File: config.mk
export PLATFORM = sky130hd
export DESIGN_NAME = mem_arbiter
export DESIGN_NICKNAME = d
export VERILOG_FILES = /design/src/rtl/mem_arbiter.sv
export SDC_FILE = /design/constraint.sdc
export NUM_CORES = 1
export LEC_CHECK = 0
export CAP_MARGIN = 20
export CELL_PAD_IN_SITES_DETAIL_PLACEMENT = 1
export CELL_PAD_IN_SITES_GLOBAL_PLACEMENT = 1
export CORE_ASPECT_RATIO = 2
export CORE_MARGIN = 2
export CORE_UTILIZATION = 34
export CTS_CLUSTER_SIZE = 25
export DETAILED_ROUTE_END_ITERATION = 8
export HOLD_SLACK_MARGIN = 0.12
export PLACE_DENSITY_LB_ADDON = 0.05
export SYNTH_ARGS = -nofsm -noshare
export SYNTH_HDL_FRONTEND = slang
export SYNTH_SLANG_ARGS = --single-unit
export TNS_END_PERCENT = 100
File: constraint.sdc
create_clock -name CLK -period 3.5 [get_ports CLK]
set_input_delay 0.525 -clock CLK [delete_from_list [all_inputs] [get_ports CLK]]
set_output_delay 0.525 -clock CLK [all_outputs]
set_load 0.01 [all_outputs]
File: src/rtl/mem_arbiter.sv
// -----------------------------------------------------------------------------
// mem_arbiter
//
// Shares one single-port word memory between the instruction-fetch port
// (port 0, read-only) and the data load/store port (port 1, read/write).
// Each port uses a level REQ held until a one-cycle ACK pulse. The block turns
// a granted request into registered READ/WRITE/ADDR/DATA memory cycles:
//   read : IDLE -> ACCESS -> RESP -> (ACK cycle, back in IDLE)  3 cycles
//   write: IDLE -> ACCESS -> (ACK cycle, back in IDLE)          2 cycles
// MEM_READ and MEM_WRITE are never asserted together.
//
// Ports
//   CLK, RST        clock (posedge) and asynchronous active-low reset
//   P0_REQ/ADDR     fetch request and word address
//   P0_RDATA/ACK    fetch read data (valid with ACK) and completion pulse
//   P1_REQ/WE/ADDR  data request, write enable, word address
//   P1_WDATA        store data
//   P1_RDATA/ACK    load data (valid with ACK after a read), completion pulse
//   MEM_READ/WRITE  registered memory strobes
//   MEM_ADDR        registered memory word address
//   MEM_DATA_IN     registered write data toward memory
//   MEM_DATA_OUT    read data from memory (valid the cycle after the address)
//   BUSY            high whenever the sequencer is not in IDLE
// -----------------------------------------------------------------------------
module mem_arbiter #(
  parameter int ADDR_WIDTH     = 26,
  parameter int DATA_WIDTH     = 32,
  parameter bit FIXED_PRIORITY = 1'b0
) (
  input  logic                  CLK,
  input  logic                  RST,
  input  logic                  P0_REQ,
  input  logic [ADDR_WIDTH-1:0] P0_ADDR,
  output logic [DATA_WIDTH-1:0] P0_RDATA,
  output logic                  P0_ACK,
  input  logic                  P1_REQ,
  input  logic                  P1_WE,
  input  logic [ADDR_WIDTH-1:0] P1_ADDR,
  input  logic [DATA_WIDTH-1:0] P1_WDATA,
  output logic [DATA_WIDTH-1:0] P1_RDATA,
  output logic                  P1_ACK,
  output logic                  MEM_READ,
  output logic                  MEM_WRITE,
  output logic [ADDR_WIDTH-1:0] MEM_ADDR,
  output logic [DATA_WIDTH-1:0] MEM_DATA_IN,
  input  logic [DATA_WIDTH-1:0] MEM_DATA_OUT,
  output logic                  BUSY
);

  localparam logic [1:0] ST_IDLE   = 2'd0;
  localparam logic [1:0] ST_ACCESS = 2'd1;
  localparam logic [1:0] ST_RESP   = 2'd2;

  logic [1:0]            state_q,     state_d;
  logic                  last_q,      last_d;      // port granted most recently
  logic                  port_q,      port_d;      // port owning the access
  logic                  mem_read_q,  mem_read_d;
  logic                  mem_write_q, mem_write_d;
  logic [ADDR_WIDTH-1:0] mem_addr_q,  mem_addr_d;
  logic [DATA_WIDTH-1:0] mem_data_q,  mem_data_d;
  logic [DATA_WIDTH-1:0] p0_rdata_q,  p0_rdata_d;
  logic [DATA_WIDTH-1:0] p1_rdata_q,  p1_rdata_d;
  logic                  p0_ack_q,    p0_ack_d;
  logic                  p1_ack_q,    p1_ack_d;

  logic any_req;
  logic grant_p1;

  // Port 1 wins when it is the only requester, or on a tie in round-robin
  // mode when port 0 took the previous grant.
  assign any_req  = P0_REQ | P1_REQ;
  assign grant_p1 = P1_REQ & (~P0_REQ | (~FIXED_PRIORITY & ~last_q));

  always_comb begin
    // NOTE: every next-state signal gets a default first so no path through
    // the case statement can leave one unassigned and infer a latch.
    state_d     = state_q;
    last_d      = last_q;
    port_d      = port_q;
    mem_read_d  = mem_read_q;
    mem_write_d = mem_write_q;
    mem_addr_d  = mem_addr_q;
    mem_data_d  = mem_data_q;
    p0_rdata_d  = p0_rdata_q;
    p1_rdata_d  = p1_rdata_q;
    p0_ack_d    = 1'b0;
    p1_ack_d    = 1'b0;

    case (state_q)
      ST_IDLE: begin
        if (any_req) begin
          // The latched address/data become the memory outputs directly, so
          // later changes on the request ports cannot reach this access.
          port_d      = grant_p1;
          last_d      = grant_p1;
          mem_addr_d  = grant_p1 ? P1_ADDR : P0_ADDR;
          if (grant_p1) begin
            mem_data_d = P1_WDATA;
          end
          mem_write_d = grant_p1 & P1_WE;
          mem_read_d  = ~(grant_p1 & P1_WE);
          state_d     = ST_ACCESS;
        end
      end

      ST_ACCESS: begin
        if (mem_write_q) begin
          // Memory samples the write at the edge that leaves ACCESS.
          mem_write_d = 1'b0;
          p0_ack_d    = ~port_q;
          p1_ack_d    = port_q;
          state_d     = ST_IDLE;
        end else begin
          // READ stays high through RESP so memory keeps driving the word.
          state_d = ST_RESP;
        end
      end

      ST_RESP: begin
        mem_read_d = 1'b0;
        if (port_q) begin
          p1_rdata_d = MEM_DATA_OUT;
        end else begin
          p0_rdata_d = MEM_DATA_OUT;
        end
        p0_ack_d = ~port_q;
        p1_ack_d = port_q;
        state_d  = ST_IDLE;
      end

      default: begin
        mem_read_d  = 1'b0;
        mem_write_d = 1'b0;
        state_d     = ST_IDLE;
      end
    endcase
  end

  // NOTE: sequential state uses non-blocking assignments so every register
  // samples the pre-edge values regardless of statement order.
  always_ff @(posedge CLK or negedge RST) begin
    if (!RST) begin
      state_q     <= ST_IDLE;
      last_q      <= 1'b1;
      port_q      <= 1'b0;
      mem_read_q  <= 1'b0;
      mem_write_q <= 1'b0;
      mem_addr_q  <= '0;
      mem_data_q  <= '0;
      p0_rdata_q  <= '0;
      p1_rdata_q  <= '0;
      p0_ack_q    <= 1'b0;
      p1_ack_q    <= 1'b0;
    end else begin
      state_q     <= state_d;
      last_q      <= last_d;
      port_q      <= port_d;
      mem_read_q  <= mem_read_d;
      mem_write_q <= mem_write_d;
      mem_addr_q  <= mem_addr_d;
      mem_data_q  <= mem_data_d;
      p0_rdata_q  <= p0_rdata_d;
      p1_rdata_q  <= p1_rdata_d;
      p0_ack_q    <= p0_ack_d;
      p1_ack_q    <= p1_ack_d;
    end
  end

  assign P0_RDATA    = p0_rdata_q;
  assign P0_ACK      = p0_ack_q;
  assign P1_RDATA    = p1_rdata_q;
  assign P1_ACK      = p1_ack_q;
  assign MEM_READ    = mem_read_q;
  assign MEM_WRITE   = mem_write_q;
  assign MEM_ADDR    = mem_addr_q;
  assign MEM_DATA_IN = mem_data_q;
  assign BUSY        = (state_q != ST_IDLE);

endmodule
==> flow_summary_export.csv, run 1 <==
group,metric,value,unit
layout,mostFrequentLayoutCells,"clkdlybuf4s50_1 (246), dfrtp_1 (129), mux2_2 (67)",
cts,cts_resized,0,
die,dieArea,16400,um2
sta,fmax,0.419,GHz
cts,path_clk_slew,0.06,ns
cts,cts_max_level,4,
place,dpl.hpwl,10800,um
power,p_clk_share,22.4,%
sta,timing.final.ws_setup,1.11,ns
synthesis,postSynthAreaPerCell,13.5,um2
global_routing,antenna_found_initial,0,
cts,cts.sinks,130,
synthesis,syn-num-nets,511,
routing,via_count,3929,
layout,post_route_cells_drive_above_1_share,20.5,%
synthesis,yosysWarnings,0,
die,pin_count,248,
die,dieWidth,91.5,um
sta,slew_headroom,62.9,%
die,core,15100,um2
power,p_per_area,952,nW/um2
power,p_sw_share,31.2,%
sta,fin_crit_sh,68.2,%
critical_path,end_kind,"output pin",
place,place_ws,1.18,ns
routing,antenna_left,0,
layout,diodes,0,
power,comb_power_share,44.5,%
place,place_inst,819,
synthesis,syn_inst,386,
sta,layout_min_cycle_time,2.39,ns
die,die_y,179,um
power,power.switching,0.00253,W
power,seqPwrFrac,33.1,%
die,row_count,64,
global_routing,grt_pass1_vias,4333,
layout,post-route-util,56.3,%
sta,hold_viol_final,0,
critical_path,cp-start-kind,"flip-flop",
layout,final_common_cell,"clkdlybuf4s50_1",
critical_path,worst-setup-path-type,"flip-flop to output pin",
cts,clk_latency,0.42,ns
synthesis,yosysUniqueCellTypes,24,
sta,worstMarginPinSlew,0.557,ns
layout,final-seq-area,3250,um2
global_routing,grt_use_total,18.7,%
global_routing,grt_pass1_wl,23400,um
layout,layout.nets,766,
synthesis,synthTopCellsByArea,"dfrtp_1 (62%), mux2_2 (14%), mux2_4 (5.8%), a21oi_1 (5.2%), nand2_1 (2.5%)",
layout,multi_input_area,1840,um2
sta,finalSetupViolCount,0,
routing,wl_per_cell,17.6,um
cts,cts_buffers,17,
critical_path,cp.required,2.97,ns
die,start_util,34.4,%
cts,cts_tree,"built",
cts,cts_root_buf,"clkbuf_16",
flow_run,max_cap_viol_count,0,
cts,cts_buffer_depth,2,
sta,tns,0,ns
critical_path,crit_arrival,1.86,ns
routing,drt-pass1-iter-count,4,
synthesis,ys_seq_area_share,62.5,%
cts,cts_setup_buffers,0,
power,internal_power,0.00559,W
power,ir_drop,0.457,mV
synthesis,syn_area,5210,um2
sta,rsz0062_at_grt,"no",
critical_path,path_max_fanout,5,
routing,drt-total-wl,15000,um
routing,drt_iter0_drc,105,
cts,ctsHoldBuffers,1,
global_routing,grt_max_degree,68,
synthesis,synth_top_area_share,62.0,%
routing,viasPerCell,4.61,
layout,fillCellCount,1532,
hold_path,worst_hold_path_type,"flip-flop to flip-flop",
place,place_congestion,0.722,
status,outcome,"finished, final reports clean",
place,portBuffers,247,
synthesis,yosys_register_bits,130,
synthesis,yosys.area.top_type,"dfrtp_1",
layout,syn2layout_area_growth,63.7,%
sta,final_max_slew_viol_count,0,
routing,drc,0,
sta,clock_skew,0.0125,ns
layout,instances_no_fill,852,
global_routing,overflow,0,
power,leakage,3.64,nW
state kept, by name (all words and copies together), names as in the netlist:
signal and count:
MEM_WRITE 1, last_q 1, P0_ACK 1, P1_ACK 1, P0_RDATA 32, MEM_ADDR 26, P1_RDATA 32, port_q 1
MEM_READ 1, MEM_DATA_IN 32, state_q 2
power by group through the flow:
stage          registers [W]  logic (W)  clock network, W
3_3_place_gp         0.00268    0.00359                 0
5_1_grt              0.00279    0.00390           0.00193
3_5_place_dp         0.00270    0.00367                 0
2_1_floorplan        0.00302    0.00129                 0
4_1_cts              0.00270    0.00369           0.00187
6_report             0.00268    0.00362           0.00182
synthesized netlist by cell type, drive strengths merged:
| cell | instances |
|---|---|
| dfrtp | 129 |
| mux2 | 96 |
| a21oi | 54 |
| nand2 | 35 |
| nor2 | 28 |
| buf | 13 |
| clkbuf | 8 |
| o21ai | 5 |
| ha | 4 |
| inv | 3 |
| nand2b | 2 |
| nor3b | 2 |
| a211o | 1 |
| a21bo | 1 |
| a21boi | 1 |
| dfstp | 1 |
| nor2b | 1 |
| nor3 | 1 |
| o21a | 1 |
through the flow:
step | cell area (um2) | power, W | hold WS (ns)
6_report | 8520 | 0.00812 | 0.491
5_1_grt | 8520 | 0.00862 | 0.513
4_1_cts | 8520 | 0.00826 | 0.495
3_5_place_dp | 7900 | 0.00638 | 0.482
3_3_place_gp | 7900 | 0.00627 | 0.473
2_1_floorplan | 5210 | 0.00431 | 0.229
layer usage:
metal	vias up	track usage [%]	share of wire (%)
met1	1927	20.7	38
met4	0	7.13	1.6
met3	16	8.74	9.3
li1	1831	-	-
met2	155	31.2	51
met5	-	0	0
worst paths after layout:
| path | from | to | slack (ns) | cells after the start |
|---|---|---|---|---|
| setup / recovery | state_q[0] | BUSY | 1.11 | 4 |
| hold / removal | P0_RDATA[5] | P0_RDATA[5] | 0.49 | 1 |
| setup reg to reg | state_q[0] | P0_RDATA[13] | 1.44 | 5 |
| hold reg to reg | P0_RDATA[5] | P0_RDATA[5] | 0.49 | 1 |
| max in group asynchronous | RST | P0_RDATA[13] | 2.13 | 3 |
| min in group asynchronous | RST | MEM_ADDR[6] | 0.59 | 2 |
cell families after synthesis:
family	share of synthesized area (%)
buffers and inverters	2.38
adder cells (fa/ha/maj)	0.961
AND/OR/NAND/NOR	5.43
multiplexers	22.2
AO/OA/AOI/OAI	6.54
flip-flops	62.5
area by class of cell:
| cell class | count | area share (%) |
|---|---|---|
| Clock buffer | 18 | 5.04 |
| Clock inverter | 14 | 2.11 |
| Inverter | 3 | 0.132 |
| Multi-Input combinational cell | 232 | 21.6 |
| Sequential cell | 130 | 38.2 |
| Tap cell | 198 | 2.91 |
| Timing Repair Buffer | 257 | 30.0 |
worst max-delay path: stages (launching register included):
cell	delay, ns
dfrtp_1	0.41
inv_1	0.09
ha_1	0.29
inv_1	0.10
clkdlybuf4s50_1	0.56
Power figures use the tool's default switching activity.
==> run 2: changes to the inputs <==
--- a/config.mk
+++ b/config.mk
@@ -10,7 +10,7 @@
 export CELL_PAD_IN_SITES_GLOBAL_PLACEMENT = 1
 export CORE_ASPECT_RATIO = 2
 export CORE_MARGIN = 2
-export CORE_UTILIZATION = 34
+export CORE_UTILIZATION = 28
 export CTS_CLUSTER_SIZE = 25
 export DETAILED_ROUTE_END_ITERATION = 8
 export HOLD_SLACK_MARGIN = 0.12
==> constraint.sdc (replaced) <==
create_clock -name CLK -period 2.14 [get_ports CLK]
set_input_delay 0.321 -clock CLK [delete_from_list [all_inputs] [get_ports CLK]]
set_output_delay 0.321 -clock CLK [all_outputs]
set_load 0.01 [all_outputs]
==> run 2 against run 1 <==
- first-iteration DRC count fell by 40%
- non-clock buffer count grew 11
- die area is 21% higher
- power rose by 62%
- critical path depth unchanged
- cell area rose by 1.1%
- critical path type unchanged
==> flow_summary_export.csv, run 2 (synthesis gave the netlist of run 1 again) <==
group,metric,value,unit
die,dieWidth,100,um
cts,cts_buffers,17,
critical_path,path_common_cell,"inv_1",
layout,post-route-util,47.3,%
cts,cts_root_buf,"clkbuf_16",
cts,cts.sinks,130,
critical_path,cp-start-kind,"flip-flop",
die,row_count,70,
cts,cts_tree,"built",
critical_path,end_kind,"output pin",
status,outcome,"finished, final reports clean",
layout,layout.nets,777,
routing,wl_per_cell,19.0,um
sta,worstMarginPinSlew,0.619,ns
critical_path,worst-setup-path-type,"flip-flop to output pin",
global_routing,overflow,0,
critical_path,path_max_fanout,5,
sta,finalSetupViolCount,0,
hold_path,worst_hold_path_type,"input port to flip-flop",
power,power,0.0132,W
critical_path,crit_arrival,1.71,ns
die,pin_count,248,
power,p_per_area,1530,nW/um2
layout,post_route_cells_drive_above_1_share,21.8,%
place,dpl.hpwl,12700,um
cts,cts_max_level,4,
place,place_ws,0.255,ns
routing,viasPerCell,4.61,
die,dieArea,19800,um2
critical_path,cp_cell_sequence,"inv_1 -> ha_4 -> inv_1 -> clkdlybuf4s50_1",
routing,drt-pass1-iter-count,5,
sta,clock_skew,0.00785,ns
critical_path,cp.required,1.82,ns
layout,syn2layout_area_growth,65.5,%
routing,drt-total-wl,16800,um
sta,fin_crit_sh,94.9,%
global_routing,grt_pass1_wl,26000,um
global_routing,grt_use_total,17.4,%
power,ir_drop,0.612,mV
place,portBuffers,247,
layout,mostFrequentLayoutCells,"clkdlybuf4s50_1 (246), dfrtp_1 (129), mux2_2 (67)",
global_routing,grt_pass1_vias,4625,
layout,fillCellCount,1915,
sta,rsz0062_at_grt,"no",
routing,antenna_left,0,
sta,fmax,0.492,GHz
cts,path_clk_slew,0.06,ns
global_routing,antenna_found_initial,1,
sta,tns,0,ns
global_routing,grt_max_degree,44,
die,die_y,197,um
routing,via_count,4066,
sta,layout_min_cycle_time,2.03,ns
layout,instances_no_fill,882,
sta,timing.final.ws_setup,0.109,ns
sta,final_max_slew_viol_count,0,
layout,final-seq-area,3250,um2
routing,drt_iter0_drc,63,
flow_run,max_cap_viol_count,0,
routing,drc,0,
critical_path,max_stage_delay,0.55,ns
cts,cts_buffer_depth,2,
place,place_congestion,0.736,
sta,slew_headroom,58.8,%
place,place_inst,846,
power,leakage,3.67,nW
sta,hold_viol_final,0,
die,core,18200,um2
cts,clk_latency,0.41,ns
critical_path,crit_slowest_cell,"clkdlybuf4s50_1",
layout,final_common_cell,"clkdlybuf4s50_1",
layout,multi_input_area,1850,um2
die,start_util,28.6,%
[run 2: layout make-up]
cell class / instances / area share (%)
tap: 216 / 3.14
inverter: 3 / 0.131
clock buffer: 22 / 5.50
clock inverter: 10 / 0.697
sequential: 130 / 37.8
antenna: 1 / 0.0290
multi-input combinational: 232 / 21.5
timing repair buffer: 268 / 31.2
[run 2: per-stage QoR]
step | cell area (um2) | hold slack (ns)
6_report | 8620 | 0.445
2_1_floorplan | 5210 | 0.0254
3_5_place_dp | 8040 | 0.378
4_1_cts | 8590 | 0.421
5_1_grt | 8620 | 0.437
3_3_place_gp | 8040 | 0.364
[run 2: final timing paths]
path	cells past startpoint	slack, ns	endpoint	startpoint
max reg2reg	5	0.38	P0_RDATA[12]	state_q[0]
max in group asynchronous	3	0.99	MEM_ADDR[7]	RST
min	3	0.45	MEM_ADDR[15]	P0_ADDR[15]
min in group asynchronous	2	0.47	P1_RDATA[7]	RST
max	4	0.11	BUSY	state_q[1]
min reg2reg	1	0.49	P0_RDATA[5]	P0_RDATA[5]
[run 2: where the power goes]
part	internal, W	total, W	switching, W
clock	0.00156	0.00265	0.00109
combinational	0.00367	0.00610	0.00243
sequential	0.00372	0.00442	0.000696
[run 2: metal layers]
| metal | up-vias | part of all wire [%] | track usage, % |
|---|---|---|---|
| met5 | - | 0 | 0 |
| met4 | 0 | 1.5 | 6.19 |
| met3 | 13 | 5.8 | 5.11 |
| met2 | 146 | 59 | 34.0 |
| met1 | 2054 | 34 | 16.8 |
| li1 | 1853 | - | - |
[run 2: repair_timing]
action | CTS | global route
gates resized for setup | 1 | 1
buffers inserted | 0 | 2
pin swaps | 0 | 0
hold endpoints to repair | 36 | 0
hold buffers | 1 | 0
endpoints found under the setup margin | 1 | 1
[run 2: critical path: cells and delay by family, from the launching register on]
kind,cells,cell delay [ns]
buffers and inverters,3,0.73
DFF,1,0.37
adders and majority gates,1,0.20
==> run 3: changes to the inputs <==
--- a/config.mk
+++ b/config.mk
@@ -15,6 +15,7 @@
 export DETAILED_ROUTE_END_ITERATION = 8
 export HOLD_SLACK_MARGIN = 0.12
 export PLACE_DENSITY_LB_ADDON = 0.05
+export SETUP_SLACK_MARGIN = 0.2
 export SYNTH_ARGS = -nofsm -noshare
 export SYNTH_HDL_FRONTEND = slang
 export SYNTH_SLANG_ARGS = --single-unit
==> run 3 against run 2 <==
- clock power barely moved
- cell area fell by 0.19%
- register-to-register slack got worse by 0.02 ns
- critical endpoint unchanged
- combinational power fell by 0.7%
- clock-buffer cell count did not move
- sequential share of layout area rose by 0.071 points
- largest cell class unchanged
==> flow_summary_export.csv, run 3 (synthesis gave the netlist of run 1 again) <==
group,metric,value,unit
status,outcome,"finished, final reports clean",
power,ir_drop,0.618,mV
routing,drt_iter0_drc,70,
die,pin_count,248,
layout,fillCellCount,1911,
cts,cts_setup_buffers,0,
place,place_congestion,0.736,
routing,drt-pass1-iter-count,5,
sta,tns,0,ns
die,dieWidth,100,um
sta,finalSetupViolCount,0,
cts,cts_buffers,17,
die,dieArea,19800,um2
cts,cts.sinks,130,
routing,drt-total-wl,16700,um
routing,via_count,4056,
critical_path,crit_arrival,1.50,ns
routing,top_layer_used,"met4",
global_routing,overflow,0,
routing,drc,0,
sta,worstMarginPinSlew,0.619,ns
layout,layout.nets,775,
global_routing,grt_pass1_vias,4625,
critical_path,worst-setup-path-type,"flip-flop to output pin",
routing,viasPerCell,4.61,
layout,final_common_cell,"clkdlybuf4s50_1",
routing,wl_met3,975,um
sta,hold_viol_final,0,
layout,post_route_cells_drive_above_1_share,21.6,%
cts,cts_max_level,4,
sta,fin_crit_sh,85.0,%
cts,path_clk_slew,0.06,ns
place,portBuffers,247,
layout,mostFrequentLayoutCells,"clkdlybuf4s50_1 (245), dfrtp_1 (129), mux2_2 (67)",
hold_path,worst_hold_path_type,"input port to flip-flop",
sta,slew_headroom,58.7,%
die,die_y,197,um
critical_path,cp.required,1.82,ns
global_routing,antenna_found_initial,1,
sta,rsz0062_at_grt,"no",
power,leakage,3.66,nW
die,row_count,70,
routing,wl_met2,9760,um
global_routing,grt_max_degree,44,
cts,cts_root_buf,"clkbuf_16",
sta,clock_skew,0.00802,ns
global_routing,grt_use_total,17.4,%
sta,layout_min_cycle_time,1.82,ns
layout,syn2layout_area_growth,65.2,%
critical_path,end_kind,"output pin",
power,p_per_area,1530,nW/um2
die,start_util,28.6,%
routing,wl_per_cell,19.0,um
cts,cts_buffer_depth,2,
cts,cts_tree,"built",
sta,hold_ws,0.442,ns
sta,fmax,0.550,GHz
place,dpl.hpwl,12700,um
routing,wl_met1,5700,um
critical_path,cp-start-kind,"flip-flop",
sta,final_max_slew_viol_count,0,
flow_run,max_cap_viol_count,0,
global_routing,grt_pass1_wl,26000,um
cts,clk_latency,0.42,ns
routing,antenna_left,0,
critical_path,path_max_fanout,5,
die,core,18200,um2
[run 3: cell count changes in the layout (fill, tap and decap cells not counted), sizes merged]
cell,delta
dlygate4sd2,+1
clkdlybuf4s50,-1
buf,-2
[run 3: metrics by stage]
stage / area [um2] / setup WS (ns) / utilization (%) / cells / total power (W)
after detailed placement: 8040 / 0.255 / 44.2 / 846 / 0.0106
after global placement: 8040 / 0.276 / 44.2 / 846 / 0.0104
after global routing: 8600 / 0.240 / 47.2 / 880 / 0.0140
final: 8600 / 0.321 / 47.2 / 880 / 0.0131
after floorplan: 5210 / 0.474 / - / 386 / 0.00705
after CTS: 8590 / 0.242 / 47.1 / 879 / 0.0134
[run 3: cell type report]
class	count	area [um2]	share of cell area (%)
inverter	3	11.3	0.131
sequential	130	3250	37.8
multi-input combinational	232	1850	21.5
timing repair buffer	266	2680	31.1
tap	216	270	3.14
clock buffer	22	474	5.51
clock inverter	10	60.1	0.698
antenna	1	2.50	0.0291
[run 3: metal layers]
layer | vias up | global-route usage, %
li1 | 1849 | -
met1 | 2043 | 16.8
met2 | 149 | 34.0
met3 | 15 | 5.11
met4 | 0 | 6.19
met5 | - | 0
[run 3: worst paths after layout]
path,endpoint,start,cells past startpoint,slack (ns)
min reg2reg,P0_RDATA[5],P0_RDATA[5],1,0.49
min in group asynchronous,P1_RDATA[7],RST,2,0.46
max reg2reg,P0_RDATA[12],state_q[0],5,0.36
max in group asynchronous,P0_RDATA[18],RST,3,0.99
min,MEM_ADDR[15],P0_ADDR[15],3,0.44
max,BUSY,state_q[0],4,0.32
[run 3: where the power goes]
group	internal (W)	leakage [nW]	switching [W]	total (W)
sequential	0.00372	1.52	0.000700	0.00442
combinational	0.00364	1.88	0.00242	0.00606
clock	0.00156	0.257	0.00109	0.00265
[run 3: worst max-delay path, stage by stage (launching register included)]
cell and delay [ns]:
dfrtp_1 0.41, inv_1 0.14, ha_4 0.19, inv_1 0.06, dlygate4sd2_1 0.29
[run 3: what timing repair did]
| item | 4_1_cts | 5_1_grt |
|---|---|---|
| endpoints found under the setup margin | 1 | 1 |
| resized for setup | 2 | 1 |
| hold buffers | 1 | 0 |
| endpoints found under the hold margin | 36 | 0 |
